===== src/rtl/div_bcd_formatter_if.sv =====
// rtl/div_bcd_formatter_if.sv - divider result / BCD output bundle for div_bcd_formatter
interface div_bcd_formatter_if;
    logic        div_done;
    logic [7:0]  div_q;
    logic [7:0]  div_rem;
    logic [7:0]  div_b;
    logic        out_ready;
    logic        out_valid;
    logic [11:0] q_bcd;
    logic [11:0] r_bcd;
    logic        dz_err;
    logic        busy;
    logic        overrun;

    // Divider plus downstream consumer side
    modport master (
        output div_done, div_q, div_rem, div_b, out_ready,
        input  out_valid, q_bcd, r_bcd, dz_err, busy, overrun
    );

    // Formatter side
    modport slave (
        input  div_done, div_q, div_rem, div_b, out_ready,
        output out_valid, q_bcd, r_bcd, dz_err, busy, overrun
    );
endinterface


===== src/rtl/div_bcd_formatter.sv =====
// rtl/div_bcd_formatter.sv - latches divider results and converts them to 3-digit BCD
module div_bcd_formatter (
    input logic             clk,
    input logic             reset,
    div_bcd_formatter_if.slave bus
);
    typedef enum logic [1:0] {IDLE, CONV, HOLD} state_t;

    state_t      state_q, state_d;
    logic        done_q, done_d;
    logic [7:0]  sq_q, sq_d, sr_q, sr_d;
    logic [11:0] qacc_q, qacc_d, racc_q, racc_d;
    logic [2:0]  cnt_q, cnt_d;
    logic        dz_next_q, dz_next_d;
    logic [11:0] q_bcd_q, q_bcd_d, r_bcd_q, r_bcd_d;
    logic        dz_err_q, dz_err_d;
    logic        out_valid_q, out_valid_d;
    logic        overrun_q, overrun_d;

    logic        start;
    logic [19:0] q_step, r_step;

    // One double-dabble step: add 3 to every nibble >= 5, then shift {bcd, s} left by one.
    function automatic logic [19:0] dd_step(input logic [11:0] bcd, input logic [7:0] s);
        logic [11:0] adj;
        adj = bcd;
        for (int i = 0; i < 3; i++) begin
            if (bcd[i*4 +: 4] >= 4'd5) begin
                adj[i*4 +: 4] = bcd[i*4 +: 4] + 4'd3;
            end
        end
        return {adj[10:0], s, 1'b0};
    endfunction

    assign start  = bus.div_done & ~done_q;
    assign q_step = dd_step(qacc_q, sq_q);
    assign r_step = dd_step(racc_q, sr_q);

    // Next-state and datapath decisions for the capture / convert / hold sequence
    always_comb begin
        state_d     = state_q;
        done_d      = bus.div_done;
        sq_d        = sq_q;
        sr_d        = sr_q;
        qacc_d      = qacc_q;
        racc_d      = racc_q;
        cnt_d       = cnt_q;
        dz_next_d   = dz_next_q;
        q_bcd_d     = q_bcd_q;
        r_bcd_d     = r_bcd_q;
        dz_err_d    = dz_err_q;
        out_valid_d = out_valid_q;
        overrun_d   = overrun_q;
        case (state_q)
            IDLE: begin
                if (start) begin
                    sq_d      = bus.div_q;
                    sr_d      = bus.div_rem;
                    dz_next_d = (bus.div_b == 8'd0);
                    qacc_d    = 12'd0;
                    racc_d    = 12'd0;
                    cnt_d     = 3'd0;
                    state_d   = CONV;
                end
            end
            CONV: begin
                {qacc_d, sq_d} = q_step;
                {racc_d, sr_d} = r_step;
                cnt_d          = cnt_q + 3'd1;
                if (cnt_q == 3'd7) begin
                    q_bcd_d     = q_step[19:8];
                    r_bcd_d     = r_step[19:8];
                    dz_err_d    = dz_next_q;
                    out_valid_d = 1'b1;
                    state_d     = HOLD;
                end
                // A completion arriving mid-conversion is dropped, not queued
                if (start) begin
                    overrun_d = 1'b1;
                end
            end
            HOLD: begin
                if (bus.out_ready) begin
                    out_valid_d = 1'b0;
                    if (start) begin
                        sq_d      = bus.div_q;
                        sr_d      = bus.div_rem;
                        dz_next_d = (bus.div_b == 8'd0);
                        qacc_d    = 12'd0;
                        racc_d    = 12'd0;
                        cnt_d     = 3'd0;
                        state_d   = CONV;
                    end else begin
                        state_d = IDLE;
                    end
                end else if (start) begin
                    overrun_d = 1'b1;
                end
            end
            default: state_d = IDLE;
        endcase
    end

    // State and datapath registers; done_q resets high so a held div_done is not an edge
    always_ff @(posedge clk) begin
        if (reset) begin
            state_q     <= IDLE;
            done_q      <= 1'b1;
            sq_q        <= 8'd0;
            sr_q        <= 8'd0;
            qacc_q      <= 12'd0;
            racc_q      <= 12'd0;
            cnt_q       <= 3'd0;
            dz_next_q   <= 1'b0;
            q_bcd_q     <= 12'd0;
            r_bcd_q     <= 12'd0;
            dz_err_q    <= 1'b0;
            out_valid_q <= 1'b0;
            overrun_q   <= 1'b0;
        end else begin
            state_q     <= state_d;
            done_q      <= done_d;
            sq_q        <= sq_d;
            sr_q        <= sr_d;
            qacc_q      <= qacc_d;
            racc_q      <= racc_d;
            cnt_q       <= cnt_d;
            dz_next_q   <= dz_next_d;
            q_bcd_q     <= q_bcd_d;
            r_bcd_q     <= r_bcd_d;
            dz_err_q    <= dz_err_d;
            out_valid_q <= out_valid_d;
            overrun_q   <= overrun_d;
        end
    end

    assign bus.out_valid = out_valid_q;
    assign bus.q_bcd     = q_bcd_q;
    assign bus.r_bcd     = r_bcd_q;
    assign bus.dz_err    = dz_err_q;
    assign bus.busy      = (state_q != IDLE);
    assign bus.overrun   = overrun_q;
endmodule


===== src/flat_wrapper.sv =====
// flat-port wrapper written by rule: the top's interface ports become plain ports
module div_bcd_formatter_flat 
  (clk, reset, bus_div_done, bus_div_q, bus_div_rem, bus_div_b, bus_out_ready, bus_out_valid, bus_q_bcd, bus_r_bcd, bus_dz_err, bus_busy, bus_overrun);
  div_bcd_formatter_if bus_i ();
  input logic clk;
  input logic reset;
  input wire logic [$bits(bus_i.div_done)-1:0] bus_div_done;
  input wire logic [$bits(bus_i.div_q)-1:0] bus_div_q;
  input wire logic [$bits(bus_i.div_rem)-1:0] bus_div_rem;
  input wire logic [$bits(bus_i.div_b)-1:0] bus_div_b;
  input wire logic [$bits(bus_i.out_ready)-1:0] bus_out_ready;
  output wire logic [$bits(bus_i.out_valid)-1:0] bus_out_valid;
  output wire logic [$bits(bus_i.q_bcd)-1:0] bus_q_bcd;
  output wire logic [$bits(bus_i.r_bcd)-1:0] bus_r_bcd;
  output wire logic [$bits(bus_i.dz_err)-1:0] bus_dz_err;
  output wire logic [$bits(bus_i.busy)-1:0] bus_busy;
  output wire logic [$bits(bus_i.overrun)-1:0] bus_overrun;
  assign bus_i.div_done = bus_div_done;
  assign bus_i.div_q = bus_div_q;
  assign bus_i.div_rem = bus_div_rem;
  assign bus_i.div_b = bus_div_b;
  assign bus_i.out_ready = bus_out_ready;
  assign bus_out_valid = bus_i.out_valid;
  assign bus_q_bcd = bus_i.q_bcd;
  assign bus_r_bcd = bus_i.r_bcd;
  assign bus_dz_err = bus_i.dz_err;
  assign bus_busy = bus_i.busy;
  assign bus_overrun = bus_i.overrun;
  div_bcd_formatter u_core (.clk(clk), .reset(reset), .bus(bus_i));
endmodule

===== config.mk =====
export PLATFORM = sky130hd
export DESIGN_NAME = div_bcd_formatter_flat
export DESIGN_NICKNAME = d
export VERILOG_FILES = /design/src/rtl/div_bcd_formatter_if.sv /design/src/rtl/div_bcd_formatter.sv /design/src/flat_wrapper.sv
export SDC_FILE = /design/constraint.sdc
export NUM_CORES = 1
export LEC_CHECK = 0
export ABC_AREA = 1
export ABC_CLOCK_PERIOD_IN_PS = 2200
export BUFFER_PORTS_ARGS = -buffer_cell sky130_fd_sc_hd__buf_4
export CORE_ASPECT_RATIO = 1.5
export CORE_MARGIN = 2
export CORE_UTILIZATION = 40
export DETAILED_ROUTE_END_ITERATION = 10
export SYNTH_ARGS = -nofsm -noshare
export SYNTH_HDL_FRONTEND = slang
export SYNTH_SLANG_ARGS = --single-unit

===== constraint.sdc =====
create_clock -name clk -period 2.2 [get_ports clk]
set_clock_uncertainty 0.1 [all_clocks]
set_input_delay 0.22 -clock clk [delete_from_list [all_inputs] [get_ports clk]]
set_output_delay 0.22 -clock clk [all_outputs]
set_load 0.02 [all_outputs]

Word level (Yosys, flattened, before mapping) --
Cells that the tools add are included.
Cells by class: $add $sub $neg 7, bitwise operators 2, eq/ne operators 7, order comparisons 6, muxes and demuxes 35, reductions and logical operators 12
Operator list (count):
- case mux 12 bit (3 select lines) | 2
- 2-to-1 mux 12 bit | 4
- case mux 8 bit (3 select lines) | 2
- 2-to-1 mux 8 bit | 4
- >= comparator 4 x 3 -> 1 bit (second input constant) | 6
- adder 4 x 2 -> 4 bit (second input constant) | 4
- 2-to-1 mux 4 bit | 4
- 2-to-1 mux 3 bit | 4
- case mux 3 bit (3 select lines) | 1
- logical NOT 8 bit | 1
- AND reduction 2 bit | 4
- 2-to-1 mux 1 bit | 7
- adder 3 x 2 -> 3 bit (second input constant) | 2
- 2-to-1 mux 2 bit | 3
- case mux 1 bit (2 select lines) | 3
- case mux 2 bit (3 select lines) | 1
- AND reduction 3 bit | 2
- nonzero test 2 bit | 3
- inequality test 2 x 1 -> 1 bit (second input constant) | 2
- inequality test 2 bit (second input constant) | 2
- adder 3 x 1 -> 3 bit (second input constant) | 1
- == test 3 bit (second input constant) | 1
- nonzero test 3 bit | 1
- == test 2 x 1 -> 1 bit (second input constant) | 1
- 4 further kinds | 4
Storage, ports and cells: logic and storage cells 82, flip-flop bits (word level) 74, input port bits 28

Depth between registers and ports, before layout --
depth after elaboration 5, gate-level depth with buffers 10, mapped depth without buffers 9

Worst setup path after synthesis --
No wires, ideal clock.
path type reg-to-reg, from reg u_core.state_q[1], to reg u_core.r_bcd_q[7] (netlist: u_core.bus.r_bcd[7]), cell stages (with the launch flop) 10, library setup time 117 ps, clock period less this slack 1587 ps, path buffers 3, path slack 613 ps, data arrival time 1370 ps, cell sequence dfxtp_1 inv_1 ha_1 buf_4 nand2_1 inv_1 buf_4 buf_4 o21ai_0 nor2_1
Between the ends: longest elaborated chain between the ends 2
RTL lines:
- start: declaration | line div_bcd_formatter.sv:9 | state_t state_q, state_d;
- start signal: assignment | line div_bcd_formatter.sv:121 | state_q <= state_d;
- == test 2 x 1 -> 1 bit | line div_bcd_formatter.sv:54 | case (state_q)
- AND reduction 2 bit (no source line)
- end signal: assignment | line div_bcd_formatter.sv:130 | r_bcd_q <= r_bcd_d;
- end: declaration | line div_bcd_formatter.sv:15 | logic [11:0] q_bcd_q, q_bcd_d, r_bcd_q, r_bcd_d;
Every way passes these cells. A chain may end at the register's enable or synchronous reset.

Final worst setup path --
from reg u_core.state_q[0], to reg u_core.racc_q[4]
Between the ends: longest elaborated chain between the ends 3, elaborated cells between the ends (all ways) 7
RTL lines:
- == test 2 bit (tied with other cells) | line div_bcd_formatter.sv:54
- inequality test 2 bit (no source line) / nonzero test 3 bit (equally long branches)
- AND reduction 2 bit (no source line)
- end signal: assignment | line div_bcd_formatter.sv:126 | racc_q <= racc_d;
- end: declaration | line div_bcd_formatter.sv:12 | logic [11:0] qacc_q, qacc_d, racc_q, racc_d;
Parallel ways exist; a longest one is shown, timed or not.

==> results by stage <==
Global routing:
- The all-layer global routing usage is between 15 and 20%.
- For this run the aggregate overflow at the end of global routing stands at 0.
- The number of antenna violations at the first check in global routing was 0.
- The number of global-route vias before repair is roughly 3200.
- Entering global routing, the biggest net connects 51 pins.
- The first-pass GRT wire length is 14.14 mm.

Clocking:
- Buffers inserted to repair hold after CTS numbered 1.
- The clock passes through at most 2 buffers.
- The latest clock arrival within the worst-skew pair is 330 ps.
- The clock edge transition at the registers on the reported setup and hold paths is 50 ps.
- Clock tree synthesis selected as its root buffer the cell clkbuf_16.
- The count of clock tree sinks is 74.
- The CTS tree is built.
- Buffers inserted during clock tree synthesis total 9.
- The count of cells resized by post-cts repair is 0.
- The deepest level of the CTS H-tree is 3.
- Post-CTS timing repair inserted 0 buffers for setup.

STA:
- The final worst-path cycle share is ~87%.
- The final-report hold violation count is 0.
- The count of final setup violators is 0.
- Setup repair after global routing left no endpoint under its margin.
- Once routing completed, OpenROAD measured the worst setup slack at around 280 ps.
- The worst-margin pin slew is roughly 690 ps.
- The normalized max-slew margin is a little over half.
- The max-slew violation total from the final report was 0.
- Static timing analysis puts the maximum clock frequency at 0.5205 GHz.
- The final-layout setup total negative slack is 0 ps.
- The post-layout minimum cycle time is roughly 1900 ps.

Critical path:
- STA puts the critical path data required time at approximately 2400 ps.
- The type of destination of the critical path is a register.
- The critical path goes through inv_1, ha_1, inv_2, nor2_1, nor2_2, nand2_4, nor2_8, nand2_1, a21oi_1.
- The largest stage delay on the critical path is 390 ps.
- The number of buffers and inverters on the critical path is 2.
- At the worst endpoint, the arrival time is between 2000 and 2500 ps.
- In this design, the largest share of critical-path delay is due to simple AND/OR/NAND/NOR gates.
- The maximum fanout along the worst path is 24.
- The worst setup path is launched from a register.
- The worst setup path is of the register to register kind.
- The slowest stage of the critical path belongs to the cell dfxtp_1.

Synthesis:
- In the synthesized netlist the dominant register cell turns out to be dfxtp_1.
- The register area share after synthesis is roughly two fifths.
- The fraction of synthesized cell area taken by the top area cell type is between 30 and 40%.
- Ranked by total cell area, the synthesized netlist is headed by dfxtp_1, nand2_1, nor2_1, inv_1, ha_1.
- The average instance in the mapped netlist occupies 6.758 um^2.
- The cell type with the largest total area after synthesis is dfxtp_1.
- Of all flip-flops after synthesis, the portion carrying an async set or reset was 0%.
- The yosys synthesis warning count is 0.
- The number of synthesized register bits is 74.
- Yosys mapped a number of flops with a built-in enable equal to 0.
- The most frequently used cell type in the post-synthesis netlist is nand2_1.
- The synthesized netlist cell count is roughly 560.
- Ranked by instance count, the synthesized netlist is headed by nand2_1, nor2_1, dfxtp_1.
- The number of nets in the synthesized netlist is 602.
- The netlist area before placement is 0.003757 mm^2.
- The number of different library cells used by synthesis comes to 25.

Power:
- The total design power is 0.003144 W.
- Across the VDD grid, the largest voltage drop is approximately 0.54 mV.
- The power density relative to cell area is about 700 mW/mm^2.
- Summed over all cells, the static leakage comes to approximately 2.2 nW.

Layout:
- In the final layout, the multi-input gates occupy 0.001881 mm^2.
- The number of filler cells placed in the layout is 953.
- The final standard cell area without fillers is 0.004509 mm^2.
- The number of antenna cells inserted is 0.
- Cells with a size suffix above 1 make up between 10% and 20% of the layout.
- Across the whole layout, storage elements account for ~0.0015 mm^2.
- The finished layout holds 722 standard cells, fillers aside.
- From synthesis to final layout, the design area changed by 20.01%.
- For this run, the post-layout net count is around 650.

Placement:
- The post-detailed-placement half-perimeter wirelength is 5.770 mm.
- The placed instance area is 0.004215 mm^2.
- The global placer's final weighted congestion is 0.8152.
- Once placement completed, the tool counted placed cells totaling around 710.
- The setup slack after placement is between 300 and 400 ps.
- The number of I/O port buffers is between 50 and 60.

Outcome:
- The flow ran to the end, and the final reports show no timing, DRC or antenna violations.

Run:
- The count of maximum capacitance violations is 0.

Floorplanning:
- The starting utilization of the core area is just over 40%.
- The die is roughly 83 um wide.
- The core region is 0.009200 mm^2.
- The I/O pin count is 56.
- The number of standard-cell rows in the floorplan is 43.
- The die is between 100 and 150 um tall.
- The floorplan step defined a die boundary enclosing 0.01020 mm^2.

Routing:
- The detailed router finished its first iteration with approximately 130 violations.
- The first detailed-routing pass took 5 iterations.
- The vias per cell is ~4.8.
- The routed layout has between 3000 and 4000 vias.
- The total detailed-routing wirelength is 8.288 mm.
- Dividing the detail-routed wire length by the instance count gives ~11 um.
- After detailed routing, the number of remaining DRC violations is 0.
- The number of routed nets with antenna violations is 0.

Min path:
- The worst hold-check path type is input pin to register.
area by class of cell:
type / instances / share of cell area (%)
Sequential cell: 74 / 32.85
Inverter: 68 / 5.660
Tap cell: 112 / 3.108
Timing Repair Buffer: 62 / 10.38
Multi-Input combinational cell: 390 / 41.70
Clock buffer: 14 / 6.077
Clock inverter: 2 / 0.2220
registers in the layout, indices dropped and copies added, names as in the netlist, 2 cells and up:
signal	cells
u_core.bus.q_bcd	12
u_core.bus.r_bcd	12
u_core.qacc_q	12
u_core.racc_q	12
u_core.sq_q	8
u_core.sr_q	8
u_core.cnt_q	3
u_core.state_q	2
worst paths after layout:
path                            slack (ps)  depth (start not counted)                to         startpoint
worst max-delay path                   280                          9  u_core.racc_q[4]  u_core.state_q[0]
worst min register to register         350                          2  u_core.dz_next_q   u_core.dz_next_q
worst max register to register         280                          9  u_core.racc_q[4]  u_core.state_q[0]
worst min-delay path                    70                          3    u_core.sr_q[0]     bus_div_rem[0]
report_power, final:
| group | leakage (nW) | internal [W] | switching [W] | total, W |
|---|---|---|---|---|
| clock | 0.143 | 0.000852 | 0.000531 | 0.00138 |
| sequential | 0.599 | 0.00139 | 0.0000296 | 0.00142 |
| combinational | 1.42 | 0.000126 | 0.000215 | 0.000341 |
| total | 2.16 | 0.00237 | 0.000776 | 0.00314 |
worst reg2reg max path: stages, from the launching register on:
cell and delay, ps:
dfxtp_1 390, inv_1 100, ha_1 230, inv_2 80
nor2_1 50, nor2_2 120, nand2_4 160, nor2_8 390
nand2_1 100, a21oi_1 140
metrics by stage:
stage               util, %  hold WS, ps
finish                49.01        65.54
global route          49.01        62.14
CTS                   49.01        58.94
detailed placement    45.82        324.3
global placement      45.82        319.1
floorplan                 -        226.6
layer usage:
layer  GRT usage [%]  wire, um
met1           19.73      3614
met2           30.59      4174
met4           6.455       106
met3           4.102       393
met5               0         0
logic make-up after synthesis:
| logic type | Yosys count | share of synthesized area, % |
|---|---|---|
| and+or+nand+nor | 278 | 30.47 |
| AOI/OAI and AO/OA | 94 | 13.59 |
| buffers and inverters | 92 | 10.52 |
| DFF | 74 | 39.43 |
| adders and majority gates | 18 | 5.994 |
placed cells by master (no fill, tap or decap):
cell type / instances
nor2_8: 1
or2_2: 1
nor2_1: 92
o21ai_2: 1
clkbuf_8: 3
inv_1: 64
nor2_2: 1
o21ai_0: 45
clkinv_2: 2
clkbuf_16: 9
nand3_1: 15
a21oi_2: 9
a21boi_0: 1
o21ai_1: 6
nand2_1: 145
nand2_2: 9
buf_4: 61
ha_1: 18
dfxtp_1: 74
nand4_1: 12
a21oi_1: 32
nand2_4: 1
inv_2: 4
clkbuf_1: 2
dlygate4sd3_1: 1
nor3_1: 1
(Power assumes the default switching activity.)
